## config.mk

```make
export PLATFORM = sky130hd
export DESIGN_NAME = pixel_wb_master
export DESIGN_NICKNAME = d
export VERILOG_FILES = /design/src/rtl/pixel_wb_pkg.sv /design/src/rtl/pixel_cmd_fifo.sv /design/src/rtl/pixel_wb_master.sv
export SDC_FILE = /design/constraint.sdc
export NUM_CORES = 1
export LEC_CHECK = 0
export CELL_PAD_IN_SITES_DETAIL_PLACEMENT = 0
export CELL_PAD_IN_SITES_GLOBAL_PLACEMENT = 1
export CORE_UTILIZATION = 30
export CTS_CLUSTER_DIAMETER = 200
export DETAILED_ROUTE_END_ITERATION = 8
export PLACE_DENSITY_LB_ADDON = 0.1
export SYNTH_ARGS = -nofsm -noshare
export SYNTH_HDL_FRONTEND = slang
export SYNTH_SLANG_ARGS = --single-unit
```

## constraint.sdc

```tcl
create_clock -name wb_clk_i -period 3.91 [get_ports wb_clk_i]
set_clock_uncertainty 0.2 [all_clocks]
set_input_delay 0.5865 -clock wb_clk_i [delete_from_list [all_inputs] [get_ports wb_clk_i]]
set_output_delay 0.5865 -clock wb_clk_i [all_outputs]
set_load 0.02 [all_outputs]
```

## src/rtl/pixel_wb_pkg.sv

```systemverilog
`default_nettype none
// ============================================================================
// Module  : pixel_wb_pkg
// Brief   : Shared constants for the pixel macro Wishbone initiator.
// Revision: 1.0
// ============================================================================
package pixel_wb_pkg;

  localparam logic [1:0] ST_IDLE = 2'd0;
  localparam logic [1:0] ST_REQ  = 2'd1;
  localparam logic [1:0] ST_RSP  = 2'd2;

  localparam logic [31:0] PIXEL_CTRL_BASE = 32'h3000_0000;
  localparam logic [7:0]  CTRL_REG_OFF    = 8'h00;

  // Layout of the 25-bit pixel control word behind CTRL_REG_OFF
  localparam int CTRL_W      = 25;
  localparam int START_BIT   = 0;
  localparam int DONE_BIT    = 1;
  localparam int LOC_M_BIT   = 2;
  localparam int ADJ_M_BIT   = 3;
  localparam int LOC_MAX_LSB = 4;
  localparam int LOC_MAX_MSB = 13;
  localparam int ADJ_MAX_LSB = 14;
  localparam int ADJ_MAX_MSB = 23;

  function automatic int cmd_width(input int off_w);
    return 1 + off_w + 4 + 32;
  endfunction

endpackage
`default_nettype wire

```

## src/rtl/pixel_cmd_fifo.sv

```systemverilog
`default_nettype none
// ============================================================================
// Module  : pixel_cmd_fifo
// Brief   : Synchronous command FIFO with full/empty flags, no bypass path.
// Revision: 1.0
// ============================================================================
module pixel_cmd_fifo #(
  parameter int WIDTH = 45,
  parameter int DEPTH = 4
) (
  input  logic             clk,
  input  logic             rst,
  input  logic             i_push,
  input  logic [WIDTH-1:0] i_data,
  input  logic             i_pop,
  output logic [WIDTH-1:0] o_data,
  output logic             o_full,
  output logic             o_empty
);

  localparam int AW = $clog2(DEPTH);

  logic [WIDTH-1:0] r_mem [DEPTH];
  logic [AW:0]      r_wptr;
  logic [AW:0]      r_rptr;
  logic             w_wr;
  logic             w_rd;

  assign w_wr = i_push && !o_full;
  assign w_rd = i_pop && !o_empty;

  // Extra pointer MSB distinguishes full from empty
  assign o_empty = (r_wptr == r_rptr);
  assign o_full  = (r_wptr[AW] != r_rptr[AW]) && (r_wptr[AW-1:0] == r_rptr[AW-1:0]);
  assign o_data  = r_mem[r_rptr[AW-1:0]];

  always_ff @(posedge clk) begin
    if (rst) begin
      r_wptr <= '0;
      r_rptr <= '0;
    end else begin
      if (w_wr) r_wptr <= r_wptr + 1'b1;
      if (w_rd) r_rptr <= r_rptr + 1'b1;
    end
  end

  always_ff @(posedge clk) begin
    if (w_wr) r_mem[r_wptr[AW-1:0]] <= i_data;
  end

endmodule
`default_nettype wire

```

## src/rtl/pixel_wb_master.sv

```systemverilog
`default_nettype none
// ============================================================================
// Module  : pixel_wb_master
// Brief   : Wishbone classic initiator, one bus cycle per queued command.
// Revision: 1.0
// ============================================================================
module pixel_wb_master
  import pixel_wb_pkg::*;
#(
  parameter logic [31:0] BASE_ADDR   = PIXEL_CTRL_BASE,
  parameter int          OFF_W       = 8,
  parameter int          FIFO_DEPTH  = 4,
  parameter int          TIMEOUT_CYC = 255
) (
  input  logic             wb_clk_i,
  input  logic             wb_rst_i,
  input  logic             cmd_valid_i,
  output logic             cmd_ready_o,
  input  logic             cmd_we_i,
  input  logic [OFF_W-1:0] cmd_adr_i,
  input  logic [3:0]       cmd_sel_i,
  input  logic [31:0]      cmd_dat_i,
  output logic             rsp_valid_o,
  input  logic             rsp_ready_i,
  output logic [31:0]      rsp_dat_o,
  output logic             rsp_err_o,
  output logic             wbm_cyc_o,
  output logic             wbm_stb_o,
  output logic             wbm_we_o,
  output logic [3:0]       wbm_sel_o,
  output logic [31:0]      wbm_adr_o,
  output logic [31:0]      wbm_dat_o,
  input  logic [31:0]      wbm_dat_i,
  input  logic             wbm_ack_i,
  output logic             busy_o
);

  localparam int CMD_W = cmd_width(OFF_W);
  localparam int CNT_W = $clog2(TIMEOUT_CYC + 1);

  logic [1:0]       r_state;
  logic [CNT_W-1:0] r_cnt;
  logic             r_head_vld;
  logic             r_cyc;
  logic             r_we;
  logic [3:0]       r_sel;
  logic [31:0]      r_adr;
  logic [31:0]      r_dat;
  logic             r_rsp_valid;
  logic [31:0]      r_rsp_dat;
  logic             r_rsp_err;

  logic             w_full;
  logic             w_empty;
  logic             w_push;
  logic             w_launch;
  logic             w_timeout;
  logic [CMD_W-1:0] w_fifo_din;
  logic [CMD_W-1:0] w_fifo_dout;
  logic             w_head_we;
  logic [OFF_W-1:0] w_head_adr;
  logic [3:0]       w_head_sel;
  logic [31:0]      w_head_dat;

  assign w_push     = cmd_valid_i && !w_full;
  assign w_fifo_din = {cmd_we_i, cmd_adr_i, cmd_sel_i, cmd_dat_i};

  assign w_head_we  = w_fifo_dout[CMD_W-1];
  assign w_head_adr = w_fifo_dout[CMD_W-2 -: OFF_W];
  assign w_head_sel = w_fifo_dout[35:32];
  assign w_head_dat = w_fifo_dout[31:0];

  pixel_cmd_fifo #(
    .WIDTH (CMD_W),
    .DEPTH (FIFO_DEPTH)
  ) u_fifo (
    .clk     (wb_clk_i),
    .rst     (wb_rst_i),
    .i_push  (w_push),
    .i_data  (w_fifo_din),
    .i_pop   (w_launch),
    .o_data  (w_fifo_dout),
    .o_full  (w_full),
    .o_empty (w_empty)
  );

  // Head entry must have been present for a full cycle before it launches
  assign w_launch  = (r_state == ST_IDLE) && !w_empty && r_head_vld;
  assign w_timeout = (r_cnt == CNT_W'(TIMEOUT_CYC - 1));

  always_ff @(posedge wb_clk_i) begin
    if (wb_rst_i) begin
      r_state     <= ST_IDLE;
      r_cnt       <= '0;
      r_head_vld  <= 1'b0;
      r_cyc       <= 1'b0;
      r_we        <= 1'b0;
      r_sel       <= '0;
      r_adr       <= '0;
      r_dat       <= '0;
      r_rsp_valid <= 1'b0;
      r_rsp_dat   <= '0;
      r_rsp_err   <= 1'b0;
    end else begin
      r_head_vld <= !w_empty;
      case (r_state)
        ST_IDLE: begin
          if (w_launch) begin
            r_state <= ST_REQ;
            r_cyc   <= 1'b1;
            r_we    <= w_head_we;
            r_sel   <= w_head_sel;
            r_adr   <= BASE_ADDR | 32'(w_head_adr);
            r_dat   <= w_head_dat;
          end
        end
        ST_REQ: begin
          if (wbm_ack_i || w_timeout) begin
            // ack has priority over a coincident timeout
            r_state     <= ST_RSP;
            r_rsp_valid <= 1'b1;
            r_rsp_err   <= !wbm_ack_i;
            r_rsp_dat   <= (wbm_ack_i && !r_we) ? wbm_dat_i : 32'd0;
            r_cyc       <= 1'b0;
            r_we        <= 1'b0;
            r_sel       <= '0;
            r_adr       <= '0;
            r_dat       <= '0;
          end else begin
            r_cnt <= r_cnt + CNT_W'(1);
          end
        end
        ST_RSP: begin
          if (rsp_ready_i) begin
            r_state     <= ST_IDLE;
            r_rsp_valid <= 1'b0;
            r_rsp_dat   <= '0;
            r_rsp_err   <= 1'b0;
            r_cnt       <= '0;
          end
        end
        default: r_state <= ST_IDLE;
      endcase
    end
  end

  assign cmd_ready_o = !w_full;
  assign rsp_valid_o = r_rsp_valid;
  assign rsp_dat_o   = r_rsp_dat;
  assign rsp_err_o   = r_rsp_err;
  assign wbm_cyc_o   = r_cyc;
  assign wbm_stb_o   = r_cyc;
  assign wbm_we_o    = r_we;
  assign wbm_sel_o   = r_sel;
  assign wbm_adr_o   = r_adr;
  assign wbm_dat_o   = r_dat;
  assign busy_o      = !w_empty || (r_state != ST_IDLE);

endmodule
`default_nettype wire

```

; After elaboration in Yosys (flattened, before gate mapping)
; Memories as Yosys holds them, arrays and structs flattened. A register that Yosys moved wholly into a read port is not among the register bits.
; Cells that the tools add are included.
[op_classes]
n_reduce_logical = 21
n_mux = 33
n_addsub = 3
eq_ne = 10
[op_table]
columns = operator, count
row1 = 2-to-1 mux 32 bit, 6
row2 = one-hot mux 32 bit (2 select lines), 3
row3 = 2-to-1 mux 8 bit, 2
row4 = one-hot mux 8 bit (2 select lines), 1
row5 = AND reduction 3 bit, 4
row6 = 2-to-1 mux 2 bit, 5
row7 = adder 8 x 1 -> 8 bit (second input constant), 1
row8 = == test 8 bit (second input constant), 1
row9 = 2-to-1 mux 1 bit, 8
row10 = 2-to-1 mux 4 bit, 2
row11 = one-hot mux 1 bit (2 select lines), 4
row12 = one-hot mux 4 bit (2 select lines), 1
row13 = logical AND 1 bit, 7
row14 = adder 3 x 1 -> 3 bit (second input constant), 2
row15 = inequality test 2 bit (second input constant), 3
row16 = one-hot mux 2 bit (3 select lines), 1
row17 = nonzero test 2 bit, 3
row18 = zero test 1 bit, 4
row19 = == test 3 bit, 1
row20 = == test 2 x 1 -> 1 bit (second input constant), 1
row21 = == test 2 bit, 1
row22 = == test 2 bit (second input constant), 1
row23 = zero test 2 bit, 1
row24 = logical OR 1 bit, 2
row25 = 2 further kinds, 2
[totals]
mem_count = 1
in_bits = 82
regBits = 121
ramBits = 180
[mem_list]
columns = name, depth, width, rd, rd_clocked_by_memory_dff, write_ports, line_no
row1 = u_fifo.r_mem, 4, 45, 1, 1, 1, pixel_cmd_fifo.sv:23  ; logic [WIDTH-1:0] r_mem [DEPTH];

; Longest topological paths before layout
[depth]
word_depth = 7
depth_mapped = 8
depth_no_buf = 6

; By module
; From an unflattened synthesis, not the netlist that was laid out.
[unflattened]
hier_cells = 679
area_unflattened_um2 = 10501.3
[modules_own_cells]
columns = module, seq_area_each_um2, area_each_um2, cells_per_inst, n_inst
row1 = pixel_cmd_fifo, 5565.3, 7055.5, 303, 1
row2 = pixel_wb_master, 1821.7, 3445.8, 376, 1

; Worst setup path before layout
; No wires, ideal clock.
[synth_timing]
path_type = flip-flop to flip-flop
startpoint = register u_fifo.r_wptr[0]
endpoint = memory u_fifo.r_mem[3][0], enable pin
t_required_ns = 3.302
synth_period_minus_slack_ns = 2.659
slack_ns = 1.251
t_arrival_ns = 2.051
path_stages_with_launch = 4
path_cell_list = dfxtp_1 xnor2_2 a31oi_2 and2_1
[synth_via]
elab_chain_cells = 7
[synth_rtl]
columns = element, line_no
row1 = from (decl), pixel_cmd_fifo.sv:24  ; logic [AW:0] r_wptr;
row2 = from (signal assigned), pixel_cmd_fifo.sv:42  ; if (w_wr) r_wptr <= r_wptr + 1'b1;
row3 = == test 2 bit, pixel_cmd_fifo.sv:34  ; assign o_full = (r_wptr[AW] != r_rptr[AW]) && (r_wptr[AW-1:0] == r_rptr[AW-1:0]);
row4 = logical AND 1 bit, pixel_cmd_fifo.sv:34
row5 = zero test 1 bit, "pixel_cmd_fifo.sv:29, pixel_wb_master.sv:65"
row6 = logical AND 1 bit, pixel_wb_master.sv:65  ; assign w_push = cmd_valid_i && !w_full;
row7 = logical AND 1 bit, pixel_cmd_fifo.sv:29  ; assign w_wr = i_push && !o_full;
row8 = 2-to-1 mux 1 bit, pixel_cmd_fifo.sv:48  ; if (w_wr) r_mem[r_wptr[AW-1:0]] <= i_data;
row9 = 2-to-1 mux 1 bit (not written as such), pixel_cmd_fifo.sv:48
row10 = to (decl), pixel_cmd_fifo.sv:23
; Several ways; a longest one is shown, not always the timed one.

; Worst setup path in the final report
[layout_timing]
startpoint = register u_fifo.r_wptr[0]
endpoint = output port busy_o
[layout_via]
elab_chain_cells = 3
[layout_rtl]
columns = element, line_no
row1 = == test 3 bit, pixel_cmd_fifo.sv:33  ; assign o_empty = (r_wptr == r_rptr);
row2 = zero test 1 bit, pixel_wb_master.sv:157  ; assign busy_o = !w_empty || (r_state != ST_IDLE);
row3 = logical OR 1 bit, pixel_wb_master.sv:157
row4 = to (decl), pixel_wb_master.sv:35  ; output logic busy_o
; Every way passes these cells.

==> results by group <==
Run status
  • Status: complete, no violations

Layout
  • Multi-input gate area: 0.00292 mm^2
  • Diode count: 0
  • Layout cell share with drive strength beyond 1: 0.182
  • Area delta synth->final: 28.6%
  • Final Net Count: ~930
  • Commonest non-fill, non-tap cell in the layout: edfxtp_1
  • Total area of sequential cells: 0.00739 mm^2
  • Fill count: roughly 3.3k
  • Commonest non-fill, non-tap cells in the layout: edfxtp_1, clkdlybuf4s50_1, dfxtp_1, inv_1, mux4_2

Power and ir drop
  • Leak: 4.61 nW
  • Clock share of power: 0.403
  • Internal power: 5.34 mW
  • Sw Share: 0.234
  • Peak VDD IR: just over 300 uV
  • Total power per unit cell area: between 500 and 600 mW/mm^2
  • Overall power: ~7.0 mW
  • NetSw: 1.63 mW
  • Power share of the sequential group: 0.488
  • Comb pwr share: 0.109

Synth
  • Syn avg cell area: 16.1 um^2
  • Cell accounting for the most synthesized area: edfxtp_1
  • Post-synth top flop: edfxtp_1
  • Syn Std Cell Area: roughly 0.011 mm^2
  • FFs w/ async S/R, synth: 0
  • Yosys top cell area share: 0.501
  • Post-Syn Instances: 671
  • Largest cells by area after synthesis: edfxtp_1, dfxtp_1, mux4_2, o2bb2ai_2, o211ai_1
  • EDFF count, synth: 180
  • Register bit count reported by yosys: ~280
  • Sequential area share after synthesis: 0.685
  • Synth unique cells: 41
  • Ys Warns: 0

Clocking
  • Post-CTS Resized: 0
  • Hold Buf Count CTS: 0
  • Clk root buf: clkbuf_16
  • CTS tree: yes
  • CTS H-tree lvls: 1
  • Setup repair bufs after CTS: 0
  • TritonCTS Sinks: 279
  • Skew-Pair Late Insertion Delay: 0.55 ns
  • Clk slew on worst S/H paths: roughly 0.06 ns
  • CTS buffer count: 31
  • Clk buf depth: 3

Floorplanning
  • Row Count: around 70
  • Core footprint: 0.0355 mm^2
  • Die height: roughly 190 um
  • Die area: between 0.03 and 0.04 mm^2
  • Initial Util: 0.304
  • Die width: around 190 um
  • # IOs: 189

Setup path
  • R2R Setup Slk: 1.42 ns
  • Crit path launch type: register
  • Setup Crit Path Kind: reg -> out
  • CP Buf/Inv Count: 1
  • Worst Path Arrival: between 2 and 2.5 ns
  • Slowest stage delay, CP: roughly 0.60 ns
  • Crit path launch: u_fifo.r_wptr[0]
  • CP required: 3.12 ns
  • CP endpoint: busy_o
  • Max FO, Critical Path: 6
  • Crit end category: output pin
  • Reg2Reg Launch Point: u_fifo.r_wptr[0]
  • Levels on crit path: 3
  • CP max-delay cell: clkdlybuf4s50_1
  • Reg2reg end: u_fifo.r_mem[0][1]
  • Worst-path cell chain: xnor2_2 > nand4_1 > clkdlybuf4s50_1
  • R2R depth: 4
  • Top Family by Delay on Critical Path: buffers and inverters

Routing
  • Detailed Route WL: between 20,000 and 25,000 um
  • Vias: approximately 6k
  • # DRC: 0
  • Vias per inst: between 4 and 5
  • Iteration-0 DRC Markers: just under 300
  • Antenna Nets Post-Route: 0
  • WL/cell: roughly 18 um
  • First-pass iteration count of the detailed router: 7

Flow run
  • Max Cap Viol: 0

Placement
  • Half-perimeter wire length after placement: between 15,000 and 20,000 um
  • Placer Congestion: between 0.7 and 0.8
  • PortBufs: ~170

GRT
  • Vias in the first global route: approximately 6.5k
  • GRT overflow: 0
  • Largest net degree at the start of global routing: 47
  • Total routing usage reported by global routing: 0.133
  • Initial antenna violation count: 0
  • First-pass GRT wire length: between 30,000 and 40,000 um

STA
  • RSZ-0062 raised after global routing: false
  • Slew Limit Fails: 0
  • Relative slew slack: 0.357
  • Tcrit/Tclk final: 0.716
  • Max Fclk: approximately 360 MHz
  • Final setup fails: 0
  • Final Hold Fails: 0
  • Sum Neg Setup Slack: 0 ns
  • Final worst path period need: 2.80 ns
  • Worst-Margin Slew: just under 1 ns

Hold path
  • Worst min path class: reg -> reg
[cell families after synthesis]
group,count (synthesis),synth area share
and+or+nand+nor,79,0.0356
xor gates and xnor gates,10,0.00951
buffers and inverters,113,0.0539
AOI/OAI and AO/OA,135,0.112
muxes,47,0.0958
other,1,0.000347
adders and majority gates,7,0.00812
DFF,279,0.685
[final cells by class]
| type | count | share of cell area |
|---|---|---|
| inverters | 51 | 0.0138 |
| well taps | 461 | 0.0416 |
| flip-flops and latches | 279 | 0.533 |
| repair buffers | 179 | 0.130 |
| clock inverters | 19 | 0.0118 |
| clock buffers | 38 | 0.0592 |
| multi-input cells | 300 | 0.211 |
[how the worst min path moves through the flow]
| stage | startpoint | to | slack, ns | cells past startpoint |
|---|---|---|---|---|
| floorplan | r_cnt[7] | r_cnt[7] | 0.27 | 2 |
| global placement | wbm_dat_o[2] | wbm_dat_o[2] | 0.25 | 1 |
| detailed placement | wbm_dat_o[0] | wbm_dat_o[0] | 0.25 | 1 |
| CTS | wbm_dat_o[0] | wbm_dat_o[0] | 0.27 | 1 |
| global route | wbm_dat_o[10] | wbm_dat_o[10] | 0.28 | 1 |
| finish | wbm_dat_o[0] | wbm_dat_o[0] | 0.26 | 1 |
[stage by stage]
| stage | setup WS [ns] | hold WS, ns | std cells | instance area (um^2) | util |
|---|---|---|---|---|---|
| 2_1_floorplan | 1.25 | 0.267 | 692 | 10900 | - |
| 3_3_place_gp | 0.967 | 0.246 | 1270 | 12900 | 0.363 |
| 3_5_place_dp | 0.977 | 0.254 | 1270 | 12900 | 0.363 |
| 4_1_cts | 1.07 | 0.271 | 1327 | 13900 | 0.391 |
| 5_1_grt | 0.958 | 0.280 | 1327 | 13900 | 0.391 |
| 6_report | 1.11 | 0.262 | 1327 | 13900 | 0.391 |
[flip-flops by register name, indices dropped and copies added, names as in the netlist, 2 cells and up, named ones only]
signal	flops
u_fifo.r_mem	180
r_state	2
r_cnt	8
u_fifo.r_wptr	3
wbm_sel_o	4
wbm_adr_o	9
rsp_dat_o	32
u_fifo.r_rptr	3
wbm_dat_o	32
[layer usage]
layer / up-vias / GRT usage / share of wire / wire length (um)
li1: 2844 / - / - / -
met1: 3063 / 0.166 / 0.42 / 10200
met2: 186 / 0.230 / 0.49 / 12000
met3: 33 / 0.0342 / 0.070 / 1700
met4: 0 / 0.0342 / 0.017 / 413
met5: - / 0 / 0 / 0
[cell usage after synthesis (2+ instances only)]
| library cell | number |
|---|---|
| nand2_1 | 37 |
| or3_1 | 2 |
| buf_4 | 30 |
| o21ai_0 | 6 |
| nand3b_1 | 3 |
| xor2_1 | 5 |
| nand4_1 | 3 |
| xnor2_1 | 3 |
| xnor2_2 | 2 |
| clkbuf_1 | 21 |
| ha_1 | 7 |
| o2bb2ai_1 | 5 |
| o211ai_1 | 35 |
| buf_2 | 6 |
| nor2_1 | 13 |
| buf_6 | 5 |
| inv_1 | 51 |
| and3_1 | 3 |
| and2_1 | 5 |
| mux4_2 | 45 |
| nand2b_1 | 2 |
| dfxtp_1 | 99 |
| a31oi_1 | 2 |
| a21oi_1 | 41 |
| mux2i_1 | 2 |
| o2bb2ai_2 | 40 |
| nand3_1 | 5 |
| edfxtp_1 | 180 |
[power by group through the flow]
stage	Combinational [mW]	Sequential, mW	Clock (mW)
CTS	0.776	3.41	2.90
global placement	0.769	3.46	0
floorplan	0.450	3.47	0
global route	0.821	3.43	3.01
detailed placement	0.772	3.47	0
finish	0.758	3.40	2.81
No activity file was read; power rests on OpenSTA's default activity.
